`src/rtl/tile_pixel_renderer.sv`:
```
// Tile pixel renderer: picks a bitmap bit per pixel and colours it by tile type, with a frame-rate blink.
// Latency: 2 pix_en ticks from the address-cycle inputs to rgb_o / hsync_o / vsync_o.
// No backpressure: all state advances only on pix_en_i and holds otherwise.
module tile_pixel_renderer #(
    parameter int RAM_DATA_WIDTH = 7,
    parameter int ROM_DATA_WIDTH = 32,
    parameter int COLOR_WIDTH    = 12
) (
    input  logic                      clk_i,
    input  logic                      rst_ni,
    input  logic                      pix_en_i,
    input  logic                      video_on_i,
    input  logic                      hsync_i,
    input  logic                      vsync_i,
    input  logic [4:0]                h_cntr_mod32_i,
    input  logic [RAM_DATA_WIDTH-1:0] tile_type_i,
    input  logic [ROM_DATA_WIDTH-1:0] rom_data_i,
    output logic [COLOR_WIDTH-1:0]    rgb_o,
    output logic                      hsync_o,
    output logic                      vsync_o
);

    localparam logic [COLOR_WIDTH-1:0] COL_RED   = COLOR_WIDTH'(12'hF00);
    localparam logic [COLOR_WIDTH-1:0] COL_BLUE  = COLOR_WIDTH'(12'h00F);
    localparam logic [COLOR_WIDTH-1:0] COL_WHITE = COLOR_WIDTH'(12'hFFF);
    localparam logic [COLOR_WIDTH-1:0] COL_BLACK = '0;

    typedef enum logic [1:0] {
        CLS_NONE,
        CLS_RED,
        CLS_BLUE,
        CLS_WHITE
    } tile_class_e;

    // Stage 1: address-cycle controls, aligned with rom_data_i
    logic                      s1_video_on;
    logic                      s1_hsync;
    logic                      s1_vsync;
    logic [4:0]                s1_col;
    logic [RAM_DATA_WIDTH-1:0] s1_type;

    logic [5:0]                frame_cnt;
    logic                      vsync_prev;

    logic [ROM_DATA_WIDTH-1:0] row_shifted;
    logic                      pix_bit;
    logic                      blink_off;
    tile_class_e               s1_class;
    logic                      s1_blinkable;
    logic [COLOR_WIDTH-1:0]    rgb_next;

    function automatic tile_class_e classify(input logic [RAM_DATA_WIDTH-1:0] t);
        int unsigned v;
        v = int'(t);
        if ((v >= 2 && v <= 6) || (v >= 32 && v <= 39) || (v >= 48 && v <= 51) ||
            (v >= 56 && v <= 57) || (v >= 60 && v <= 64) || (v >= 70 && v <= 78))
            return CLS_RED;
        if ((v >= 7 && v <= 11) || (v >= 40 && v <= 47) || (v >= 52 && v <= 55) ||
            (v >= 58 && v <= 59) || (v >= 65 && v <= 69) || (v >= 79 && v <= 87))
            return CLS_BLUE;
        if (v <= 31)
            return CLS_WHITE;
        return CLS_NONE;
    endfunction

    function automatic logic is_blinkable(input logic [RAM_DATA_WIDTH-1:0] t);
        int unsigned v;
        v = int'(t);
        return (v >= 70 && v <= 87);
    endfunction

    // Shifting the column to the MSB keeps the leftmost pixel in bit 31
    assign row_shifted  = rom_data_i << s1_col;
    assign pix_bit      = row_shifted[ROM_DATA_WIDTH-1];
    assign s1_class     = classify(s1_type);
    assign s1_blinkable = is_blinkable(s1_type);
    assign blink_off    = frame_cnt[5] && s1_blinkable;

    always_comb begin
        rgb_next = COL_BLACK;
        if (s1_video_on && pix_bit && !blink_off) begin
            case (s1_class)
                CLS_RED:   rgb_next = COL_RED;
                CLS_BLUE:  rgb_next = COL_BLUE;
                CLS_WHITE: rgb_next = COL_WHITE;
                default:   rgb_next = COL_BLACK;
            endcase
        end
    end

    always_ff @(posedge clk_i or negedge rst_ni) begin
        if (!rst_ni) begin
            s1_video_on <= 1'b0;
            s1_hsync    <= 1'b1;
            s1_vsync    <= 1'b1;
            s1_col      <= '0;
            s1_type     <= '0;
            frame_cnt   <= '0;
            vsync_prev  <= 1'b1;
            rgb_o       <= '0;
            hsync_o     <= 1'b1;
            vsync_o     <= 1'b1;
        end else if (pix_en_i) begin
            s1_video_on <= video_on_i;
            s1_hsync    <= hsync_i;
            s1_vsync    <= vsync_i;
            s1_col      <= h_cntr_mod32_i;
            s1_type     <= tile_type_i;
            vsync_prev  <= vsync_i;
            // Blink reads the pre-update count, so a new frame only affects later pixels
            if (vsync_prev && !vsync_i)
                frame_cnt <= frame_cnt + 6'd1;
            rgb_o       <= rgb_next;
            hsync_o     <= s1_hsync;
            vsync_o     <= s1_vsync;
        end
    end

endmodule

```
`config.mk`:
```
export PLATFORM = sky130hd
export DESIGN_NAME = tile_pixel_renderer
export DESIGN_NICKNAME = d
export VERILOG_FILES = /design/src/rtl/tile_pixel_renderer.sv
export SDC_FILE = /design/constraint.sdc
export NUM_CORES = 1
export LEC_CHECK = 0
export BUFFER_PORTS_ARGS = -buffer_cell sky130_fd_sc_hd__buf_4
export CORE_MARGIN = 5
export CORE_UTILIZATION = 48
export DETAILED_ROUTE_END_ITERATION = 10
export PLACE_DENSITY = 0.79
export REMOVE_ABC_BUFFERS = 1
export SETUP_SLACK_MARGIN = 0.15
export SLEW_MARGIN = 20
export SYNTH_ARGS = -nofsm -noshare
export SYNTH_HDL_FRONTEND = slang
export SYNTH_SLANG_ARGS = --single-unit
```
`constraint.sdc`:
```
create_clock -name clk_i -period 2.4 [get_ports clk_i]
set_input_delay 0.24 -clock clk_i [delete_from_list [all_inputs] [get_ports clk_i]]
set_output_delay 0.24 -clock clk_i [all_outputs]
set_load 0.005 [all_outputs]
```
Yosys cells after proc, flatten, opt, wreduce, memory -nomap -nowiden
Index checks and enable logic that the tools add are counted.
Word-level totals
  logic and storage cells: 83
  input port bits: 50
  output and inout port bits: 14
  register bits: 35
Operators by class
  add/subtract/negate cells: 1
  shift operators: 1
  magnitude comparators: 25
  multiplexer cells: 14
  equal/unequal tests: 3
  reductions and logical operators: 30
Operator list (count)
  $ge A7 B6 Y1 const B: 7
  $le A7 B6 Y1 const B: 6
  $pmux W12 S3: 1
  $shl A32 B5 Y32: 1
  $le A7 B7 Y1 const B: 4
  $ge A7 B7 Y1 const B: 3
  $logic_and A1 B1 Y1: 17
  $mux W12: 1
  $mux W2: 6
  $logic_or A1 B1 Y1: 10
  $ge A7 B2 Y1 const B: 1
  $ge A7 B3 Y1 const B: 1
  $le A7 B3 Y1 const B: 1
  $le A7 B4 Y1 const B: 1
  $le A7 B5 Y1 const B: 1
  $add A6 B1 Y6 const B: 1
  $mux W1: 6
  $eq A2 B2 Y1 const B: 2
  $eq A2 B1 Y1 const B: 1
  $logic_not A1 Y1: 2
  $reduce_and A2 Y1: 1

Depth between registers and ports, before layout
Gate-level depths: netlist of the first run.
  depth after elaboration: 17
  mapped depth: 7
  depth with buffers taken out: 5

Worst setup path after synthesis of the first run
OpenSTA, ideal clock, no wires.
  kind: register to register
  start point: register s1_col[2]
  end point: register rgb_o[3]
  required time: 2299 ps
  period minus slack after synthesis: 1727 ps
  stages on the path, launching flop included: 8
  buffers on the path: 2
  path slack: 673 ps
  data arrival time: 1626 ps
  library setup time: 101 ps
  path through: dfrtp_1 buf_6 buf_12 mux2i_1 mux4_2 nand2_1 nand4_2 o32ai_1
On the way
  longest elaborated chain between the ends: 4
Ends and longest elaborated chain
  from (decl): line 39  | logic [4:0] s1_col;
  from (signal assigned): line 107  | s1_col <= h_cntr_mod32_i;
  $shl A32 B5 Y32: line 73  | assign row_shifted = rom_data_i << s1_col;
  $logic_and A1 B1 Y1 (2 in a row): line 81  | if (s1_video_on && pix_bit && !blink_off) begin
  $mux W12: line 81
  to (signal assigned): line 113  | rgb_o <= rgb_next;
  to (decl): line 18  | output logic [COLOR_WIDTH-1:0] rgb_o,
No other way between the ends.
A chain may end at the register's enable or synchronous reset.

Worst setup path after layout of the first run
  start point: register s1_col[2]
  end point: register rgb_o[7]
Same word-level chain as after synthesis.

==> results of run 1 <==
kinds of logic (layout without fill, tap and decap cells):
logic type               after synthesis  count (layout)  share of synthesized area
AND/OR/NAND/NOR                       37              37                      0.133
multiplexers                          31              31                      0.230
flip-flops                            26              26                      0.402
buffers and inverters                 25              74                     0.0936
AO/OA/AOI/OAI                         24              24                      0.101
XOR/XNOR                               6               6                     0.0322
adder cells (fa/ha/maj)                1               1                    0.00767
metal layers:
layer  global-route usage  wire length, um
met1                0.183             1480
met2                0.283             1750
met3               0.0345              358
met4               0.0769               23
met5                    0                0
worst max-delay path, cell delays in order (launching register included):
cell	delay, ns
dfrtp_2	0.63
mux2i_1	0.13
mux4_2	0.47
nand3_1	0.11
nand4_2	0.14
o32ai_1	0.30
cells in the final DEF (no fill, tap or decap), types with 3 or more instances in the layout:
cell / synthesis / routed
nand2b_1: 5 / 5
buf_4: 9 / 63
nor2_1: 3 / 3
nand3b_1: 3 / 3
clkbuf_4: 0 / 3
inv_1: 6 / 6
dfstp_2: 4 / 4
dfrtp_1: 22 / 21
o21ai_0: 5 / 5
nand2_1: 9 / 9
xor2_1: 3 / 3
a21oi_1: 5 / 5
xnor2_1: 3 / 3
nand3_1: 3 / 3
mux2i_1: 9 / 9
o32ai_1: 3 / 3
mux2_2: 19 / 19
area by class of cell:
type | instances | area, sq um
clock buffers | 3 | 22.5
flip-flops and latches | 26 | 657
repair buffers | 64 | 483
inverters | 6 | 22.5
well taps | 46 | 57.6
multi-input cells | 99 | 822
fillers | 291 | 1220
clock inverters | 1 | 30.0
worst max-delay path by stage:
stage / from / to / slack [ns] / cells after the start
2_1_floorplan: s1_col[2] / rgb_o[3] / 0.53 / 5
3_3_place_gp: s1_col[2] / rgb_o[3] / 0.40 / 5
3_5_place_dp: s1_col[2] / rgb_o[3] / 0.33 / 5
4_1_cts: s1_col[2] / rgb_o[7] / 0.28 / 5
5_1_grt: s1_col[2] / rgb_o[7] / 0.35 / 5
6_report: s1_col[2] / rgb_o[7] / 0.53 / 5
through the flow:
| step | cells | power [mW] | setup WS (ns) | hold WS [ns] |
|---|---|---|---|---|
| final | 245 | 1.22 | 0.530 | 0.120 |
| after global routing | 245 | 1.30 | 0.351 | 0.124 |
| after CTS | 245 | 1.24 | 0.281 | 0.110 |
| after detailed placement | 240 | 0.943 | 0.333 | 0.162 |
| after global placement | 240 | 0.924 | 0.399 | 0.160 |
| after floorplan | 131 | 0.776 | 0.533 | -0.0556 |
state kept, by name, indices dropped and copies added (netlist names):
name,flops
s1_type,7
rgb_o,3
s1_video_on,1
s1_hsync,1
s1_col,5
hsync_o,1
vsync_o,1
vsync_prev,1
frame_cnt,6
where the power goes:
part	switching, mW	internal (mW)	leakage [nW]
clock	0.122	0.169	0.0279
sequential	0.0939	0.516	0.311
combinational	0.114	0.210	0.622
repair_timing:
item	in CTS	in global routing
setup endpoints to repair	0	2
hold buffers	1	0
buffers inserted	0	0
resized for setup	0	1
endpoints found under the hold margin	22	0
==> reports/qor.yml, run 1 <==
cts:
  tritoncts: "done"
  htreeDepth: 1
  cts_root_buf: "clkbuf_4"
  clk_pin_slew_worst_paths_ns: 0.13
  clkSinkCount: 26
  insertion_delay_ns: 0.31
  cts_buffers: 3
  clockBufferDepth: 2
run_status:
  status: "finished, final reports clean"
setup_path:
  reg2reg_to: "rgb_o[7]"
  rr_worst_depth: 5
  required_ns: 2.63
  start_kind: "flip-flop"
  worstPathMaxFanout: 17
  path_class: "reg2reg"
  r2r_start: "s1_col[2]"
  reg2reg_slack_ns: 0.53
  arrival_ns: 2.10
  end_kind: "flip-flop"
yosys:
  ys_ff_latch: 26
  postSynthCellCount: 150
  synth-edff-count: 0
  synth.top_cell.area_share: 0.338
  async_flop_share: 1.00
  synth_most_common_cell: "dfrtp_1"
  syn_avg_cell_area_sq_um: 10.9
  yosysSeqAreaShare: 0.402
  synth_area_leaders: "dfrtp_1 (34%), mux2_2 (13%), dfstp_2 (6.4%)"
  synth_common_cells: "dfrtp_1 (22), mux2_2 (19), buf_4 (9), mux2i_1 (9), nand2_1 (9)"
  synth-main-ff-cell: "dfrtp_1"
  synthesis.area_sq_um: 1630
  yosysUniqueCellTypes: 45
  synth.largest_area_cell: "dfrtp_1"
  ys_warn_count: 0
sta:
  worst_slew_pin_slew_ns: 0.381
  fin_crit_sh: 0.779
  max_freq_mhz: 535
  maxSlewHeadroom: 0.746
  skew_ns: 0.00392
  maxSlewViolCount: 0
  finalCriticalPeriod_ns: 1.87
  setup-tns-final_ns: 0
  setup_violations: 0
  hold_viol: 0
  grt_setup_unrepaired: "false"
route:
  drtAntennaViolNets: 0
  routed-via-count: 1335
  drtPass1Iterations: 4
  vias_per_cell: 5.45
  wire_per_inst_um: 14.7
  drt_wl_total_mm: 3.60
  drc_errors: 0
  drt_iter0_markers: 74
global_route:
  grt_antenna_before_repair: 0
  grtUsageTotal: 0.160
  grt_pass1_vias: 1372
  grt.overflow.total: 0
  grt_pass1_wl_mm: 5.73
  grt_max_degree: 27
placement:
  hpwlAfterDp_mm: 2.82
  finalWeightedCongestion: 0.887
  place_area_sq_um: 2030
  io_buffers: 63
hold_path:
  hold_start: "tile_type_i[4]"
  hold_depth: 3
  hold_path.class: "in2reg"
  holdPathEnd: "s1_type[4]"
layout:
  areaGrowthSynthToFinish_pct: 28.5
  fin_area_sq_um: 2090
  drive_gt1_frac: 0.482
  utilization: 0.633
  antenna_cells: 0
  nets: 251
job:
  max-cap-violations: 0
floorplanning:
  core_sq_um: 3310
  rows: 21
  start_util: 0.492
  dieArea_sq_um: 4660
  die_w_um: 68.3
  ioPinCount: 64
  die_height_um: 68.3
pwr:
  peakVddDrop_uv: 517
  powerDensity_nw_per_um2: 585
  p_leak_nw: 0.961
(Power assumes the default switching activity.)
==> run 2, diff against run 1 <==
==> constraint.sdc (replaced) <==
create_clock -name clk_i -period 1.8 [get_ports clk_i]
set_input_delay 0.18 -clock clk_i [delete_from_list [all_inputs] [get_ports clk_i]]
set_output_delay 0.18 -clock clk_i [all_outputs]
set_load 0.005 [all_outputs]
==> run 2 against run 1 <==
Utilization rose by 3.0 points. Die area did not move. First-iteration DRC count rose by 30%. Clock skew fell by 0.0015 ns. Sequential power rose by 31%. Worst setup slack got worse by 0.54 ns. Clock power rose by 38%. The flow now finishes with violations (setup timing). Sequential share of layout area fell by 1.4 points. Critical path depth rose by 1. Combinational power rose by 53%.
==> reports/qor.yml, run 2 (synthesized netlist as in run 1, its figures left out) <==
floorplanning:
  start_util: 0.492
  core_sq_um: 3310
  die_height_um: 68.3
  ioPinCount: 64
  die_w_um: 68.3
  rows: 21
  dieArea_sq_um: 4660
layout:
  antenna_cells: 0
  top_register: "s1_type"
  top_regs: "s1_type (7), frame_cnt (6), s1_col (5)"
  drive_gt1_frac: 0.529
  stdcell_count: 250
  largest_register_ffs: 7
  layout_common_cells: "buf_4 (66), dfrtp_1 (20), mux2_2 (18)"
  utilization: 0.663
  final_common_cell: "buf_4"
  areaGrowthSynthToFinish_pct: 34.5
  nets: 256
setup_path:
  end_kind: "flip-flop"
  start_kind: "flip-flop"
  arrival_ns: 2.05
  required_ns: 2.05
  worstPathMaxFanout: 16
  path_class: "reg2reg"
route:
  routed-via-count: 1369
  drtAntennaViolNets: 0
  drt_iter0_markers: 96
  vias_per_cell: 5.48
  met1_length_mm: 1.54
  drt_wl_total_mm: 3.84
  wire_per_inst_um: 15.4
  route.met3.wl_um: 352
  routed.top_layer: "met4"
  drc_errors: 0
  drtPass1Iterations: 5
  met2WireLength_mm: 1.89
run_status:
  violations: "setup timing"
  status: "finished, violations left"
sta:
  setup_violations: 2
  maxSlewHeadroom: 0.737
  max_freq_mhz: 553
  skew_ns: 0.00237
  finalCriticalPeriod_ns: 1.81
  hold_viol: 0
  fin_crit_sh: 1.00
  maxSlewViolCount: 0
  worst_slew_pin_slew_ns: 0.389
  timing.final.ws_setup_ns: -0.00675
  whs_ns: 0.0645
  grt_setup_unrepaired: "true"
cts:
  htreeDepth: 1
  cts_root_buf: "clkbuf_4"
  cts_buffers: 3
  tritoncts: "done"
  clk_pin_slew_worst_paths_ns: 0.14
  clkSinkCount: 26
  clockBufferDepth: 2
  insertion_delay_ns: 0.32
pwr:
  powerDensity_nw_per_um2: 773
  peakVddDrop_uv: 500
  p_leak_nw: 1.00
job:
  max-cap-violations: 0
placement:
  finalWeightedCongestion: 0.882
  placed_cells: 243
  hpwlAfterDp_mm: 2.87
  io_buffers: 63
global_route:
  grt_max_degree: 27
  grt_pass1_vias: 1415
  grt_pass1_wl_mm: 6.07
  grtUsageTotal: 0.171
  grt.overflow.total: 0
  grt_antenna_before_repair: 0
hold_path:
  hold_path.class: "in2reg"
run 2: cell count changes in the layout (fill, tap and decap cells not counted), sizes merged:
cell    change
buf         +4
clkbuf      +1
run 2: worst paths after layout:
| path | from | to | slack [ns] | cells past startpoint |
|---|---|---|---|---|
| max | s1_col[2] | rgb_o[7] | -0.007 | 6 |
| min | tile_type_i[1] | s1_type[1] | 0.06 | 3 |
| max reg2reg | s1_col[2] | rgb_o[7] | -0.007 | 6 |
| min in group asynchronous | rst_ni | s1_type[4] | 0.27 | 2 |
| min reg2reg | vsync_o | vsync_o | 0.48 | 2 |
| max in group asynchronous | rst_ni | s1_hsync | 1.23 | 2 |
run 2: per-layer routing:
metal | vias up | GRT usage
li1 | 647 | -
met1 | 656 | 0.204
met2 | 59 | 0.297
met3 | 7 | 0.0328
met4 | 0 | 0.0744
met5 | - | 0
run 2: what timing repair did:
action	CTS	global route
resized for setup	1	11
hold buffers	1	0
pin swaps	0	2
endpoints found under the hold margin	22	0
endpoints found under the setup margin	3	3
gates cloned	0	0
buffers inserted	2	0
run 2: layout make-up:
type | instances | area [sq um]
fill | 259 | 1120
tap | 46 | 57.6
inverter | 6 | 22.5
sequential | 26 | 658
clock inverter | 1 | 30.0
multi-input combinational | 99 | 872
clock buffer | 3 | 22.5
timing repair buffer | 69 | 531
run 2: worst max-delay path, stage by stage, from the launching register on:
cell and delay [ns]:
dfrtp_1 0.43, buf_12 0.16, mux2i_1 0.12, mux4_2 0.49
nand3_2 0.12, nand4_4 0.12, o32ai_2 0.28
run 2: power by group:
group          leakage, nW  total [mW]  internal [mW]  switching [mW]
clock               0.0279       0.402          0.225           0.177
combinational        0.661       0.494          0.306           0.188
sequential           0.310       0.799          0.689           0.110
total                 1.00        1.70           1.22           0.475
run 2: stage by stage:
stage          setup TNS, ns  cell area, sq um  worst slack (ns)  power (mW)
6_report             -0.0132              2190          -0.00675        1.70
2_1_floorplan         -0.133              1500           -0.0666        1.03
3_3_place_gp               0              2070            0.0419        1.25
5_1_grt               -0.145              2190           -0.0719        1.80
3_5_place_dp         -0.0343              2070           -0.0235        1.27
4_1_cts               -0.105              2140           -0.0466        1.69
==> run 3, diff against run 2 <==
--- a/config.mk
+++ b/config.mk
@@ -10,6 +10,7 @@
 export CORE_UTILIZATION = 48
 export DETAILED_ROUTE_END_ITERATION = 10
 export PLACE_DENSITY = 0.79
+export RECOVER_POWER = 25
 export REMOVE_ABC_BUFFERS = 1
 export SETUP_SLACK_MARGIN = 0.15
 export SLEW_MARGIN = 20
==> constraint.sdc (replaced) <==
create_clock -name clk_i -period 1.8 [get_ports clk_i]
set_input_delay 0.18 -clock clk_i [delete_from_list [all_inputs] [get_ports clk_i]]
set_output_delay 0.18 -clock clk_i [all_outputs]
set_load 0.01 [all_outputs]
==> run 3 against run 2 <==
The run still ends with setup timing left. Critical path depth unchanged. Via count increased by 0.22%. Worst setup slack about the same. Combinational power increased by 3%. First-iteration DRC count increased by 1.0%. Sequential power about the same. Utilization decreased by 0.076 points.
==> reports/qor.yml, run 3 (synthesized netlist as in run 1, its figures left out) <==
cts:
  clk_pin_slew_worst_paths_ns: 0.14
  htreeDepth: 1
  cts_root_buf: "clkbuf_4"
  insertion_delay_ns: 0.32
  clockBufferDepth: 2
  cts_buffers: 3
  clkSinkCount: 26
  tritoncts: "done"
placement:
  hpwlAfterDp_mm: 2.87
  io_buffers: 63
  place_area_sq_um: 2070
  finalWeightedCongestion: 0.882
  placed_cells: 243
  place_ws_ns: -0.0235
layout:
  layout_common_cells: "buf_4 (65), dfrtp_1 (20), mux2_2 (18)"
  areaGrowthSynthToFinish_pct: 34.4
  fillers: 260
  largest_register_ffs: 7
  antenna_cells: 0
  utilization: 0.662
  final_common_cell: "buf_4"
  fin_area_sq_um: 2190
  top_register: "s1_type"
  drive_gt1_frac: 0.529
  top_regs: "s1_type (7), frame_cnt (6), s1_col (5)"
  stdcell_count: 250
  nets: 256
setup_path:
  rr_worst_depth: 6
  r2r_start: "s1_col[2]"
  worstPathMaxFanout: 16
  reg2reg_to: "rgb_o[7]"
  end_kind: "flip-flop"
  arrival_ns: 2.05
  reg2reg_slack_ns: -0.007
  cp-endpoint: "rgb_o[7]"
  start_kind: "flip-flop"
  startpoint: "s1_col[2]"
  required_ns: 2.05
  path_class: "reg2reg"
floorplanning:
  rows: 21
  die_height_um: 68.3
  start_util: 0.492
  dieArea_sq_um: 4660
  ioPinCount: 64
  core_sq_um: 3310
  die_w_um: 68.3
sta:
  finalCriticalPeriod_ns: 1.81
  setup_violations: 2
  maxSlewHeadroom: 0.583
  maxSlewViolCount: 0
  timing.final.ws_setup_ns: -0.00667
  setup-tns-final_ns: -0.0131
  worst_slew_pin_slew_ns: 0.625
  hold_viol: 0
  max_freq_mhz: 554
  fin_crit_sh: 1.00
  skew_ns: 0.00235
  grt_setup_unrepaired: "true"
  whs_ns: 0.0645
job:
  max-cap-violations: 0
route:
  drtAntennaViolNets: 0
  drt_wl_total_mm: 3.85
  drt_iter0_markers: 97
  vias_per_cell: 5.49
  drtPass1Iterations: 5
  routed-via-count: 1372
  drc_errors: 0
  wire_per_inst_um: 15.4
hold_path:
  hold_path.class: "in2reg"
pwr:
  p_leak_nw: 0.999
  powerDensity_nw_per_um2: 781
  peakVddDrop_uv: 500
  power_mw: 1.71
run_status:
  violations: "setup timing"
  status: "finished, violations left"
global_route:
  grtUsageTotal: 0.171
  grt_pass1_wl_mm: 6.07
  grt_max_degree: 27
  grt.overflow.total: 0
  grt_antenna_before_repair: 0
  grt_pass1_vias: 1415
[run 3: changes by cell type in the layout (fill, tap and decap cells not counted)]
cell,previous run,this run
buf_4,66,65
clkbuf_2,1,2
[run 3: worst min-delay path by stage]
stage / start / end / slack (ns) / cells after the start
floorplan: rst_ni / frame_cnt[0] / -0.12 / 0
global placement: rst_ni / s1_type[0] / 0.1 / 1
detailed placement: rst_ni / s1_type[4] / 0.10 / 1
CTS: tile_type_i[1] / s1_type[1] / 0.06 / 3
global route: h_cntr_mod32_i[2] / s1_col[2] / 0.07 / 2
finish: tile_type_i[1] / s1_type[1] / 0.06 / 3
[run 3: layer usage]
metal	wire length, um	vias up	track usage	share of wire
met5	0	-	0	0
met1	1540	659	0.204	0.40
li1	-	647	-	-
met3	355	7	0.0328	0.092
met4	57	0	0.0744	0.015
met2	1890	59	0.297	0.49
[run 3: final cells by class]
| cell class | count | area, sq um | area share |
|---|---|---|---|
| clock inverters | 1 | 30.0 | 0.0137 |
| flip-flops and latches | 26 | 658 | 0.300 |
| repair buffers | 69 | 528 | 0.241 |
| multi-input cells | 99 | 872 | 0.398 |
| inverters | 6 | 22.5 | 0.0103 |
| clock buffers | 3 | 22.5 | 0.0103 |
| well taps | 46 | 57.6 | 0.0263 |
[run 3: power by group]
| part | switching [mW] | total, mW | internal (mW) |
|---|---|---|---|
| logic | 0.203 | 0.509 | 0.306 |
| clock network | 0.177 | 0.402 | 0.225 |
| registers | 0.110 | 0.799 | 0.689 |
| total | 0.490 | 1.71 | 1.22 |
[run 3: what timing repair did]
action | 4_1_cts | 5_1_grt
setup endpoints to repair | 3 | 3
buffers inserted | 2 | 0
pin swaps | 0 | 2
hold endpoints to repair | 22 | 0
gates cloned | 0 | 0
hold buffers | 1 | 0
resized for setup | 1 | 11
[run 3: critical path, stage by stage, from the launching register on]
cell	delay, ns
dfrtp_1	0.43
buf_12	0.16
mux2i_1	0.12
mux4_2	0.49
nand3_2	0.12
nand4_4	0.12
o32ai_2	0.28
